[src/rtl/regfile_wr_arbiter.sv]
// -----------------------------------------------------------------------------
// regfile_wr_arbiter
//
// Write-port arbiter and sequencer for the CPU register file. The register
// file is eight WIDTH-bit registers indexed 0..7 = B, C, D, E, H, L, A, F.
// Several execution units share one write path. A 16-bit pair write is split
// into two beats: the high byte goes to the even register, then the low byte
// goes to the odd register. Writes to F always clear rf_wr[3:0].
//
// Build option:
//   REGARB_RR_EN  defined   -> round-robin winner selection, pointer starts at 0
//                 undefined -> fixed priority, lowest requester index wins
//
// Ports:
//   clk    in   system clock, rising edge
//   rst_n  in   asynchronous active-low reset
//   req    in   [NREQ]          per-requester write request, held until granted
//   pair   in   [NREQ]          1 = 16-bit pair write, 0 = single write
//   addr   in   [3*NREQ]        register index per requester
//   wdata  in   [2*WIDTH*NREQ]  payload per requester
//   gnt    out  [NREQ]          one-cycle one-hot grant, coincides with beat 1
//   rf_we  out  [8]             one-hot register write enables
//   rf_wr  out  [WIDTH]         shared register write data
//   busy   out                  high during BEAT1 and BEAT2
//
// States:
//   IDLE  | no write in progress; arbitrate over all requests
//   BEAT1 | first (or only) beat; gnt pulses; single writes re-arbitrate here
//   BEAT2 | odd-register beat of a pair write; re-arbitrate for the next cycle
// -----------------------------------------------------------------------------
module regfile_wr_arbiter #(
  parameter int NREQ  = 3,
  parameter int WIDTH = 8
) (
  input  logic                    clk,
  input  logic                    rst_n,
  input  logic [NREQ-1:0]         req,
  input  logic [NREQ-1:0]         pair,
  input  logic [3*NREQ-1:0]       addr,
  input  logic [2*WIDTH*NREQ-1:0] wdata,
  output logic [NREQ-1:0]         gnt,
  output logic [7:0]              rf_we,
  output logic [WIDTH-1:0]        rf_wr,
  output logic                    busy
);

  localparam int IW = (NREQ > 1) ? $clog2(NREQ) : 1;

  typedef enum logic [1:0] {IDLE, BEAT1, BEAT2} state_t;

  state_t               state;
  logic [IW-1:0]        owner;
  logic                 cur_pair;
  logic [2:0]           cur_addr;
  logic [2*WIDTH-1:0]   cur_data;

`ifdef REGARB_RR_EN
  logic [IW-1:0]        ptr;
  logic [IW:0]          sum;
`endif

  // Per-requester views of the packed payload buses.
  logic [2:0]           addr_a [NREQ];
  logic [2*WIDTH-1:0]   data_a [NREQ];

  genvar g;
  generate
    for (g = 0; g < NREQ; g++) begin : g_unpack
      assign addr_a[g] = addr[3*g +: 3];
      assign data_a[g] = wdata[2*WIDTH*g +: 2*WIDTH];
    end
  endgenerate

  // The owner still holds req during its final beat, so it must not win again.
  logic                 final_beat;
  logic [NREQ-1:0]      owner_oh;
  logic [NREQ-1:0]      req_eff;

  assign final_beat = (state == BEAT2) || ((state == BEAT1) && !cur_pair);
  assign owner_oh   = NREQ'(1) << owner;
  assign req_eff    = final_beat ? (req & ~owner_oh) : req;

  logic                 found;
  logic [IW-1:0]        win;

`ifdef REGARB_RR_EN
  // First set request at or after ptr, wrapping modulo NREQ.
  always_comb begin
    found = 1'b0;
    win   = '0;
    sum   = '0;
    for (int i = 0; i < NREQ; i++) begin
      sum = {1'b0, ptr} + (IW+1)'(i);
      if (sum >= (IW+1)'(NREQ)) sum = sum - (IW+1)'(NREQ);
      if (!found && req_eff[sum[IW-1:0]]) begin
        found = 1'b1;
        win   = sum[IW-1:0];
      end
    end
  end
`else
  always_comb begin
    found = |req_eff;
    win   = '0;
    for (int i = NREQ-1; i >= 0; i--) begin
      if (req_eff[i]) win = IW'(i);
    end
  end
`endif

  function automatic logic [WIDTH-1:0] f_clear(input logic [2:0] idx,
                                               input logic [WIDTH-1:0] d);
    f_clear = (idx == 3'd7) ? {d[WIDTH-1:4], 4'b0000} : d;
  endfunction

  logic                 sel_pair;
  logic [2:0]           sel_addr;
  logic [2*WIDTH-1:0]   sel_data;
  logic [2:0]           first_idx;
  logic [WIDTH-1:0]     first_data;
  logic [2:0]           odd_idx;

  assign sel_pair   = pair[win];
  assign sel_addr   = addr_a[win];
  assign sel_data   = data_a[win];
  // Pair writes ignore addr bit 0: high byte to the even register first.
  assign first_idx  = sel_pair ? {sel_addr[2:1], 1'b0} : sel_addr;
  assign first_data = f_clear(first_idx,
                              sel_pair ? sel_data[2*WIDTH-1:WIDTH]
                                       : sel_data[WIDTH-1:0]);
  assign odd_idx    = {cur_addr[2:1], 1'b1};

  always_ff @(posedge clk or negedge rst_n) begin
    if (!rst_n) begin
      state    <= IDLE;
      owner    <= '0;
      cur_pair <= 1'b0;
      cur_addr <= '0;
      cur_data <= '0;
      gnt      <= '0;
      rf_we    <= '0;
      rf_wr    <= '0;
      busy     <= 1'b0;
`ifdef REGARB_RR_EN
      ptr      <= '0;
`endif
    end else if ((state == BEAT1) && cur_pair) begin
      state <= BEAT2;
      gnt   <= '0;
      rf_we <= 8'h01 << odd_idx;
      rf_wr <= f_clear(odd_idx, cur_data[WIDTH-1:0]);
      busy  <= 1'b1;
    end else if (found) begin
      // IDLE or a final beat with a pending request: next cycle is BEAT1.
      state    <= BEAT1;
      owner    <= win;
      cur_pair <= sel_pair;
      cur_addr <= sel_addr;
      cur_data <= sel_data;
      gnt      <= NREQ'(1) << win;
      rf_we    <= 8'h01 << first_idx;
      rf_wr    <= first_data;
      busy     <= 1'b1;
`ifdef REGARB_RR_EN
      ptr      <= (win == IW'(NREQ-1)) ? '0 : win + 1'b1;
`endif
    end else begin
      state <= IDLE;
      gnt   <= '0;
      rf_we <= '0;
      rf_wr <= '0;
      busy  <= 1'b0;
    end
  end

endmodule

[config.mk]
export PLATFORM = sky130hd
export DESIGN_NAME = regfile_wr_arbiter
export DESIGN_NICKNAME = d
export VERILOG_FILES = /design/src/rtl/regfile_wr_arbiter.sv
export SDC_FILE = /design/constraint.sdc
export NUM_CORES = 1
export LEC_CHECK = 0
export CAP_MARGIN = 20
export CORE_ASPECT_RATIO = 0.9
export CORE_MARGIN = 2
export CORE_UTILIZATION = 46
export DETAILED_ROUTE_END_ITERATION = 12
export HOLD_SLACK_MARGIN = 0.12
export PLACE_DENSITY = 0.86
export SYNTH_ARGS = -nofsm -noshare
export SYNTH_HDL_FRONTEND = slang
export SYNTH_SLANG_ARGS = --single-unit
export TNS_END_PERCENT = 50
[constraint.sdc]
create_clock -name clk -period 6.4 [get_ports clk]
set_clock_uncertainty 0.15 [all_clocks]
set_input_delay 0.96 -clock clk [delete_from_list [all_inputs] [get_ports clk]]
set_output_delay 0.96 -clock clk [all_outputs]
set_load 0.01 [all_outputs]
==> impl_results.md, run 1 <==
* Outcome: finished clean
* H-tree depth at 2
* First-pass GRT wire length at ~9500 um
* Max Cap Viol at 0
* Boundary pin count at 85
* CTS tree: yes
* Post-CTS Setup Inserts at 0
* Pre-antenna DRT Iters at 8
* Crit path capture type: register
* Primary FF master, synth: dfrtp_1
* Remaining antenna violation count at 0
* Top-area cell type share of the netlist area at between 40 and 50%
* Power Internal at roughly 780 uW
* Critical path's top delay family: compound AO/OA/AOI/OAI gates
* CP startpoint kind: input pin
* Slowest stage delay, CP at roughly 1100 ps
* DP HPWL at between 4000 and 5000 um
* Final Hold Fails at 0
* GRT overflow at 0
* Period Utilization, post-route at about three fifths
* Clock Path Buffers at 2
* Vias in the first global route at roughly 2000
* RSZ-0062 raised after global routing: false
* Die width at around 73 um
* Share of power burned in registers at between 30% and 40%
* Min-Delay Path Class: register to register
* Top post-synthesis cells by area: dfrtp_1 (44%), nand2_1 (5.3%), o21ai_0 (3.3%)
* Initial DRC count at around 300
* Post-Syn Nets at roughly 270
* Clock Latency Late Sink at approximately 290 ps
* Cell Pwr Density at about 430 nW/um2
* Root buf cell: clkbuf_8
* Clock-pin slew on the worst setup and hold paths at 70 ps
* Initial antenna violation count at 0
* Synth async-reset ratio at 100.0%
* Drt wl/cell at roughly 17 um
* Post-Syn Area at between 1500 and 2000 um2
* Max IR drop VDD at ~0.25 mV
* Final Critical Period at 3805 ps
* Worst path arrival time at 3850 ps
* Drt via density at around 6
* Most common cell in the synthesized netlist: dfrtp_1
* Leak at between 0.001 and 0.0015 uW
* Die Y at roughly 66 um
* # port buffers at between 80 and 90
* Die area at 4827 um2
* Leading area contributor after synthesis: dfrtp_1
* CP max stage cell: a222oi_1
* Final Power at 1278 uW
* Crit Path Max Fanout at 22
* Syn. warnings at 0
* Top cells by count, synth: dfrtp_1 (35), nand2_1 (28), o21ai_0 (13), clkbuf_1 (12), nand3_1 (9)
* EDFF count, synth at 0
* Std-Cell Core Area at 4101 um2
* Final setup TNS at 0 ps
* Row Count at 22
* Synth Instances at a little over 200
* Clk sinks at 35
* Post-CTS Hold Buffers at 0
* Initial Util at between 40% and 50%
* Area growth from synthesis to layout at 50.70%
* Post-synthesis sequential area ratio at between 40% and 50%
* Worst slew margin at between 20% and 30%
* F_max at approximately 0.26 GHz
* Via Count at around 2100
* Sw frac at 38.97%
* Syn avg cell area at roughly 9.6 um2
* Finish-stage setup viols at 0
* Worst-margin pin slew at approximately 1100 ps
* Combinational power share at between 50% and 60%
* Antenna diode count at 0
* Number of CTS-inserted buffers at 5
* Routed WL at between 5000 and 6000 um
* Cell variety after synth at between 40 and 50
* Critical path, cell by cell: clkdlybuf4s50_1, o211a_1, nor2_1, a222oi_1, nor4_2, o31ai_1
* Total GRT Usage at 25.75%
* Kind of critical path: input pin to register
* Fin. max-slew vios at 0
* Nets at 350
* # resized after CTS at 0
* #FFs+latches synth at 35
* Buf/Inv on CP at 1
* Fin Hold WS at between 300 and 400 ps
* Clock Power Share at 18.4%
* Switching pwr at 498.1 uW
* Critical path required time at ~6500 ps
* DRC violations left at 0
* Share of cells above drive strength 1 at 7.692%
* Pin count of the biggest net entering global routing at 36
* Gp weighted congestion at approximately 0.86
[metrics by stage]
| stage | utilization, % | cell area, um2 | worst slack [ps] | std cells |
|---|---|---|---|---|
| 6_report | 72.45 | 2972 | 2595 | 334 |
| 5_1_grt | 72.45 | 2972 | 2359 | 334 |
| 4_1_cts | 72.45 | 2972 | 2707 | 334 |
| 3_5_place_dp | 69.13 | 2835 | 2433 | 326 |
| 3_3_place_gp | 69.13 | 2835 | 2490 | 326 |
| 2_1_floorplan | - | 1972 | 3782 | 206 |
[sequential cells by signal, summed over array words and instances (netlist names)]
signal and cells:
cur_data 8, rf_we 8, rf_wr 8, gnt 3
cur_addr 2, owner 2, state 2, busy 1
cur_pair 1
[metal layers]
| metal | share of wire (%) | up-vias | global-route usage (%) |
|---|---|---|---|
| li1 | - | 960 | - |
| met1 | 41 | 963 | 34.47 |
| met2 | 49 | 115 | 41.78 |
| met3 | 8.2 | 13 | 4.878 |
| met4 | 1.7 | 0 | 8.565 |
| met5 | 0 | - | 0 |
[worst reg2reg max path, cell delays in order, from the launching register on]
cell and delay, ps:
dfrtp_1 550, or4b_1 550, o211a_1 400, o31ai_2 890
inv_1 410, and2_1 260, a31o_2 240
[placed cells by master (no fill, tap or decap), types with 2 or more instances in the layout]
| cell | netlist | routed |
|---|---|---|
| nand4bb_1 | 4 | 4 |
| a21o_1 | 2 | 2 |
| inv_1 | 4 | 4 |
| nand2_1 | 28 | 28 |
| nand3_1 | 9 | 9 |
| nor4_1 | 8 | 8 |
| mux2i_1 | 4 | 4 |
| a32oi_1 | 3 | 3 |
| a21oi_1 | 2 | 2 |
| mux2_2 | 3 | 3 |
| o211a_1 | 3 | 3 |
| buf_4 | 1 | 2 |
| nand2b_1 | 3 | 3 |
| dfrtp_1 | 35 | 35 |
| nor3_1 | 5 | 5 |
| clkdlybuf4s50_1 | 0 | 84 |
| o21ai_0 | 13 | 13 |
| bufinv_16 | 0 | 2 |
| nor3b_1 | 2 | 2 |
| o22ai_1 | 3 | 3 |
| a22o_1 | 2 | 2 |
| and2_1 | 5 | 5 |
| a31oi_1 | 8 | 8 |
| a32o_1 | 5 | 5 |
| nor2_1 | 8 | 8 |
| clkbuf_8 | 0 | 5 |
| o31ai_1 | 6 | 5 |
| a221o_1 | 4 | 4 |
| a222oi_1 | 4 | 4 |
| a221oi_1 | 4 | 4 |
[cell type report]
class / count / area (um2)
Clock buffer: 5 / 68.82
Clock inverter: 3 / 67.56
Fill cell: 317 / 1130
Inverter: 5 / 18.77
Multi-Input combinational cell: 152 / 1025
Sequential cell: 35 / 875.8
Tap cell: 48 / 60.06
Timing Repair Buffer: 86 / 855.8
[final timing paths]
check                                         from                 endpoint  slack, ps  cells past startpoint
max in group asynchronous                    rst_n  cur_data[7]$_DFFE_PN0P_       4860                      2
min in group asynchronous                    rst_n         gnt[1]$_DFF_PN0_        920                      2
max                                         req[0]       rf_wr[0]$_DFF_PN0_       2590                      6
min reg2reg                cur_data[6]$_DFFE_PN0P_  cur_data[6]$_DFFE_PN0P_        330                      2
min                        cur_data[6]$_DFFE_PN0P_  cur_data[6]$_DFFE_PN0P_        330                      2
max reg2reg                     state[1]$_DFF_PN0_       rf_we[1]$_DFF_PN0_       2860                      6
[cells by family (layout without fill, tap and decap cells)]
group / Yosys count / after routing / share of synthesized area [%]
buffers and inverters: 19 / 99 / 3.870
DFF: 35 / 35 / 44.42
and+or+nand+nor: 80 / 80 / 22.14
AOI/OAI and AO/OA: 65 / 65 / 25.83
muxes: 7 / 7 / 3.744
[power groups by stage]
stage                     Sequential (uW)  Combinational, uW  Clock (uW)
after floorplan                       401                395           0
after CTS                             387                655         238
after global placement                389                636           0
after detailed placement              391                651           0
final                                 387                657         235
after global routing                  401                722         248
Power figures use the tool's default switching activity.
==> run 2, diff against run 1 <==
--- a/config.mk
+++ b/config.mk
@@ -8,10 +8,10 @@
 export CAP_MARGIN = 20
 export CORE_ASPECT_RATIO = 0.9
 export CORE_MARGIN = 2
-export CORE_UTILIZATION = 46
+export CORE_UTILIZATION = 38
 export DETAILED_ROUTE_END_ITERATION = 12
 export HOLD_SLACK_MARGIN = 0.12
-export PLACE_DENSITY = 0.86
+export PLACE_DENSITY = 0.76
 export SYNTH_ARGS = -nofsm -noshare
 export SYNTH_HDL_FRONTEND = slang
 export SYNTH_SLANG_ARGS = --single-unit
==> constraint.sdc (replaced) <==
create_clock -name clk -period 3.46 [get_ports clk]
set_clock_uncertainty 0.15 [all_clocks]
set_input_delay 0.519 -clock clk [delete_from_list [all_inputs] [get_ports clk]]
set_output_delay 0.519 -clock clk [all_outputs]
set_load 0.01 [all_outputs]
==> impl_results.md, run 2 (synthesis gave the netlist of run 1 again) <==
* Initial Util at 40.04% (-8.0 points)
* RSZ-0062 raised after global routing: false
* Pre-antenna DRT Iters at 7 (-1)
* Kind of critical path: register to register
* Filler cell count at 430 (+36%)
* Clock Path Buffers at 2 (unchanged)
* GRT overflow at 0 (unchanged)
* Final Hold Fails at 0 (unchanged)
* DP HPWL at 4449 um (+3.4%)
* Multi-input logic area at 1025 um2 (unchanged)
* Slowest stage delay, CP at 590 ps (-460 ps)
* Worst-margin pin slew at 746.9 ps (-374.6 ps)
* Max Cap Viol at 0 (unchanged)
* Clock Latency Late Sink at 280 ps (about the same)
* Max IR drop VDD at 0.3678 mV (+48%)
* Remaining antenna violation count at 0 (unchanged)
* Crit Path Max Fanout at 19 (-14%)
* Number of CTS-inserted buffers at 5 (unchanged)
* Nets at 359 (+2.6%)
* Die width at 79.93 um (+9.5%)
* Antenna diode count at 0 (unchanged)
* Period Utilization, post-route at 89.19%
* Post-CTS Setup Inserts at 0 (unchanged)
* Die area at 5782 um2 (+20%)
* Critical path's top delay family: compound AO/OA/AOI/OAI gates
* Die Y at 72.34 um (+9.4%)
* Root buf cell: clkbuf_8
* Worst slew margin at 50.21% (+25 points)
* Final Critical Period at ~3000 ps
* Area growth from synthesis to layout at 52.60%
* Critical path required time at 3490 ps (-2960 ps)
* Finish-stage setup viols at 0 (unchanged)
* CP max stage cell: a222oi_1
* Boundary pin count at 85 (unchanged)
* Drt wl/cell at 16.70 um (-2.6%)
* Post-CTS Hold Buffers at 0 (unchanged)
* Std-Cell Core Area at 4925 um2 (+20%)
* Total GRT Usage at 21.64% (-4.1 points)
* Share of cells above drive strength 1 at 10.17% (+2.5 points)
* CP startpoint kind: register
* Vias in the first global route at 2046 (+2.5%)
* CTS tree: yes
* Initial antenna violation count at 0 (unchanged)
* H-tree depth at 2 (unchanged)
* Pin count of the biggest net entering global routing at 36 (unchanged)
* Gp weighted congestion at 0.8770 (+2.1%)
* Biggest regs: cur_data: 8 flops, rf_we: 8 flops, rf_wr: 8 flops
* Buf/Inv on CP at 1 (unchanged)
* Final setup TNS at 0 ps (unchanged)
* Via Count at 2067 (+0.78%)
* Drt via density at 5.742 (-6.5%)
* Crit path capture type: register
* Routed WL at 6013 um (+4.9%)
* # resized after CTS at 0 (unchanged)
* Outcome: finished clean
* Cell Pwr Density at 757.7 nW/um2 (+76%)
* First-pass GRT wire length at 9618 um (+1.4%)
* Worst path arrival time at 3120 ps (-730 ps)
* Leak at 0.001223 uW (+1.6%)
* Min-Delay Path Class: register to register
* Most common cell after layout, fill and taps aside: clkdlybuf4s50_1
* Commonest non-fill, non-tap cells in the layout: clkdlybuf4s50_1 (84), dfrtp_1 (35), nand2_1 (28)
* Clk sinks at 35 (unchanged)
* F_max at 0.3240 GHz
* Non-Filler Instances at 360 (+7.8%)
* Initial DRC count at 205 (-31%)
* Fin. max-slew vios at 0 (unchanged)
* Critical path, cell by cell: or4b_4, o211ai_4, o21ai_2, buf_4, a222oi_1, nor4_2, o31ai_1
* Seq. cell area at 875.8 um2 (unchanged)
* Placed insts at 352 (+8.0%)
* Clock-pin slew on the worst setup and hold paths at 70 ps (about the same)
* Row Count at 24 (+9.1%)
* DRC violations left at 0 (unchanged)
* # port buffers at 84 (unchanged)
## run 2: area by class of cell
| class | count | share of cell area (%) |
|---|---|---|
| Multi-Input combinational cell | 152 | 34.05 |
| Inverter | 5 | 0.6237 |
| Tap cell | 65 | 2.703 |
| Clock inverter | 2 | 0.4158 |
| Clock buffer | 6 | 2.412 |
| Timing Repair Buffer | 95 | 30.69 |
| Sequential cell | 35 | 29.11 |
## run 2: layer usage
layer | GRT usage (%) | share of wire, % | up-vias
li1 | - | - | 980
met3 | 4.104 | 7.0 | 8
met5 | 0 | 0 | -
met4 | 6.026 | 1.4 | 0
met1 | 30.16 | 42 | 982
met2 | 34.63 | 50 | 97
## run 2: final timing paths
check | startpoint | to | slack, ps | cells past startpoint
max in group asynchronous | rst_n | state[1]$_DFF_PN0_ | 2340 | 2
worst max register to register | cur_pair$_DFFE_PN0P_ | rf_wr[0]$_DFF_PN0_ | 370 | 7
worst max-delay path | cur_pair$_DFFE_PN0P_ | rf_wr[0]$_DFF_PN0_ | 370 | 7
min in group asynchronous | rst_n | rf_wr[6]$_DFF_PN0_ | 500 | 2
worst min-delay path | cur_data[7]$_DFFE_PN0P_ | cur_data[7]$_DFFE_PN0P_ | 330 | 2
worst min register to register | cur_data[7]$_DFFE_PN0P_ | cur_data[7]$_DFFE_PN0P_ | 330 | 2
## run 2: metrics by stage
| step | total power (uW) | hold WS [ps] | cell area (um2) | setup slack [ps] | utilization [%] |
|---|---|---|---|---|---|
| 2_1_floorplan | 1472 | 73.41 | 1972 | 897.1 | - |
| 4_1_cts | 2279 | 331.2 | 3009 | 398.7 | 61.10 |
| 5_1_grt | 2446 | 349.4 | 3009 | 131.3 | 61.10 |
| 3_5_place_dp | 1994 | 314.2 | 2924 | 420.0 | 59.38 |
| 6_report | 2280 | 329.1 | 3009 | 374.0 | 61.10 |
| 3_3_place_gp | 1959 | 308.9 | 2924 | 565.4 | 59.38 |
## run 2: worst register-to-register path, stage by stage (launching register included)
cell	delay [ps]
dfrtp_1	420
or4b_4	570
o211ai_4	460
o21ai_2	120
buf_4	210
a222oi_1	600
nor4_2	180
o31ai_1	300
## run 2: power by group
group          switching, uW  total [uW]  internal (uW)
sequential               115         715            599
combinational            677        1280            604
clock                    145         285            141
==> run 3, diff against run 2 <==
==> constraint.sdc (replaced) <==
create_clock -name clk -period 3.46 [get_ports clk]
set_clock_uncertainty 0.15 [all_clocks]
set_input_delay 0.692 -clock clk [delete_from_list [all_inputs] [get_ports clk]]
set_output_delay 0.692 -clock clk [all_outputs]
set_load 0.01 [all_outputs]
==> impl_results.md, run 3 (synthesis gave the netlist of run 1 again) <==
* Drt wl/cell at 16.81 um (+0.63%)
* Worst R2R Start: cur_pair$_DFFE_PN0P_
* Min-Delay Path Class: register to register
* Flop2flop setup slack at 280 ps (-100 ps)
* Total GRT Usage at 21.63% (about the same)
* Die area at 5782 um2 (unchanged)
* Fin. max-slew vios at 0 (unchanged)
* Gp weighted congestion at 0.8794 (+0.27%)
* Worst hold path startpoint: cur_data[6]$_DFFE_PN0P_
* Kind of critical path: register to register
* # resized after CTS at 0 (unchanged)
* Initial Util at 40.04% (unchanged)
* H-tree depth at 2 (unchanged)
* Final Power at 2313 uW (+1.4%)
* Max Cap Viol at 0 (unchanged)
* Initial DRC count at 169 (-18%)
* Hold Path Cell Cnt at 2 (unchanged)
* Crit Path Max Fanout at 19 (unchanged)
* Biggest regs: cur_data: 8 flops, rf_we: 8 flops, rf_wr: 8 flops
* DP HPWL at 4513 um (+1.5%)
* # port buffers at 84 (unchanged)
* Worst-margin pin slew at 638.3 ps (-108.6 ps)
* First-pass GRT wire length at 9618 um (unchanged)
* DRC violations left at 0 (unchanged)
* Outcome: finished clean
* Remaining antenna violation count at 0 (unchanged)
* Reg2reg end: rf_wr[0]$_DFF_PN0_
* CTS tree: yes
* Critical path required time at 3470 ps (-20 ps)
* Pin count of the biggest net entering global routing at 36 (unchanged)
* Antenna diode count at 0 (unchanged)
* Most common cell after layout, fill and taps aside: clkdlybuf4s50_1
* Final setup TNS at 0 ps (unchanged)
* Share of cells above drive strength 1 at 9.864% (-0.31 points)
* Final Hold Fails at 0 (unchanged)
* R2R depth at 6 (-1)
* Crit path capture type: register
* Leak at 0.001229 uW (+0.46%)
* Root buf cell: clkbuf_8
* Cell Pwr Density at 766.6 nW/um2 (+1.2%)
* Max IR drop VDD at 0.4164 mV (+13%)
* Drt via density at 5.769 (+0.47%)
* Period Utilization, post-route at 92.00% (+2.8 points)
* Clk sinks at 35 (unchanged)
* Row Count at 24 (unchanged)
* Std-Cell Core Area at 4925 um2 (unchanged)
* F_max at 0.3142 GHz (-3.1%)
* RSZ-0062 raised after global routing: false
* Via Count at 2071 (+0.19%)
* Post-CTS Setup Inserts at 0 (unchanged)
* Clock Latency Late Sink at 290 ps (about the same)
* CP startpoint kind: register
* Pre-antenna DRT Iters at 4 (-3)
* Post-CTS Hold Buffers at 0 (unchanged)
* GRT overflow at 0 (unchanged)
* Commonest non-fill, non-tap cells in the layout: clkdlybuf4s50_1 (84), dfrtp_1 (35), nand2_1 (28)
* Worst path arrival time at 3190 ps (+70 ps)
* Die Y at 72.34 um (unchanged)
* Nets at 358 (-0.28%)
* Finish-stage setup viols at 0 (unchanged)
* Area growth from synthesis to layout at 52.98%
* Final Critical Period at 3183 ps (+97.12 ps)
* Clock-pin slew on the worst setup and hold paths at 70 ps (about the same)
* Boundary pin count at 85 (unchanged)
* Die width at 79.93 um (unchanged)
* Routed WL at 6034 um (+0.35%)
* Hold endpoint: cur_data[6]$_DFFE_PN0P_
* Vias in the first global route at 1986 (-2.9%)
* Worst slew margin at 57.45% (+7.2 points)
* Number of CTS-inserted buffers at 5 (unchanged)
* Initial antenna violation count at 0 (unchanged)
* Clock Path Buffers at 2 (unchanged)
## run 3: cell types whose count changed in the layout (fill, tap and decap cells not counted)
cell,previous run,this run
clkinv_2,1,0
buf_4,11,10
clkbuf_8,5,7
clkinvlp_4,1,0
## run 3: worst max path at each step
stage | startpoint | end | slack, ps | depth (start not counted)
2_1_floorplan | cur_pair$_DFFE_PN0P_ | rf_we[7]$_DFF_PN0_ | 900 | 6
3_3_place_gp | req[1] | rf_wr[1]$_DFF_PN0_ | 290 | 6
3_5_place_dp | req[1] | rf_wr[0]$_DFF_PN0_ | 180 | 6
4_1_cts | cur_pair$_DFFE_PN0P_ | rf_wr[0]$_DFF_PN0_ | 260 | 6
5_1_grt | state[1]$_DFF_PN0_ | rf_wr[0]$_DFF_PN0_ | 40 | 6
6_report | cur_pair$_DFFE_PN0P_ | rf_wr[0]$_DFF_PN0_ | 280 | 6
## run 3: layer usage
| layer | up-vias | wire length (um) | GRT usage, % |
|---|---|---|---|
| li1 | 971 | - | - |
| met4 | 0 | 82 | 7.156 |
| met2 | 95 | 2751 | 32.31 |
| met1 | 996 | 2752 | 31.56 |
| met3 | 9 | 446 | 4.229 |
| met5 | - | 0 | 0 |
## run 3: stage by stage
| step | std cells | hold WS, ps | utilization [%] | worst slack (ps) | area (um2) |
|---|---|---|---|---|---|
| global placement | 351 | 309.1 | 59.22 | 286.1 | 2917 |
| detailed placement | 351 | 316.3 | 59.22 | 182.3 | 2917 |
| finish | 359 | 332.0 | 61.26 | 276.9 | 3017 |
| floorplan | 206 | 246.4 | - | 897.1 | 1972 |
| CTS | 359 | 332.0 | 61.26 | 261.7 | 3017 |
| global route | 359 | 349.2 | 61.26 | 44.78 | 3017 |
## run 3: worst max-delay path, cell delays in order, from the launching register on
cell,delay (ps)
dfrtp_1,420
or4b_4,570
o211ai_4,460
o21ai_2,310
a221o_1,490
nor4_2,490
o31ai_1,150
## run 3: area by class of cell
class / instances / area, um2
Tap cell: 65 / 81.33
Clock buffer: 8 / 100.1
Fill cell: 436 / 1908
Timing Repair Buffer: 94 / 915.9
Multi-Input combinational cell: 152 / 1025
Sequential cell: 35 / 875.8
Inverter: 5 / 18.77
## run 3: report_power, final
part | total (uW) | internal (uW) | switching, uW | leakage (uW)
clock network | 326 | 182 | 145 | 0.0000515
registers | 717 | 600 | 118 | 0.000437
logic | 1270 | 597 | 672 | 0.000740
total | 2310 | 1380 | 935 | 0.00123
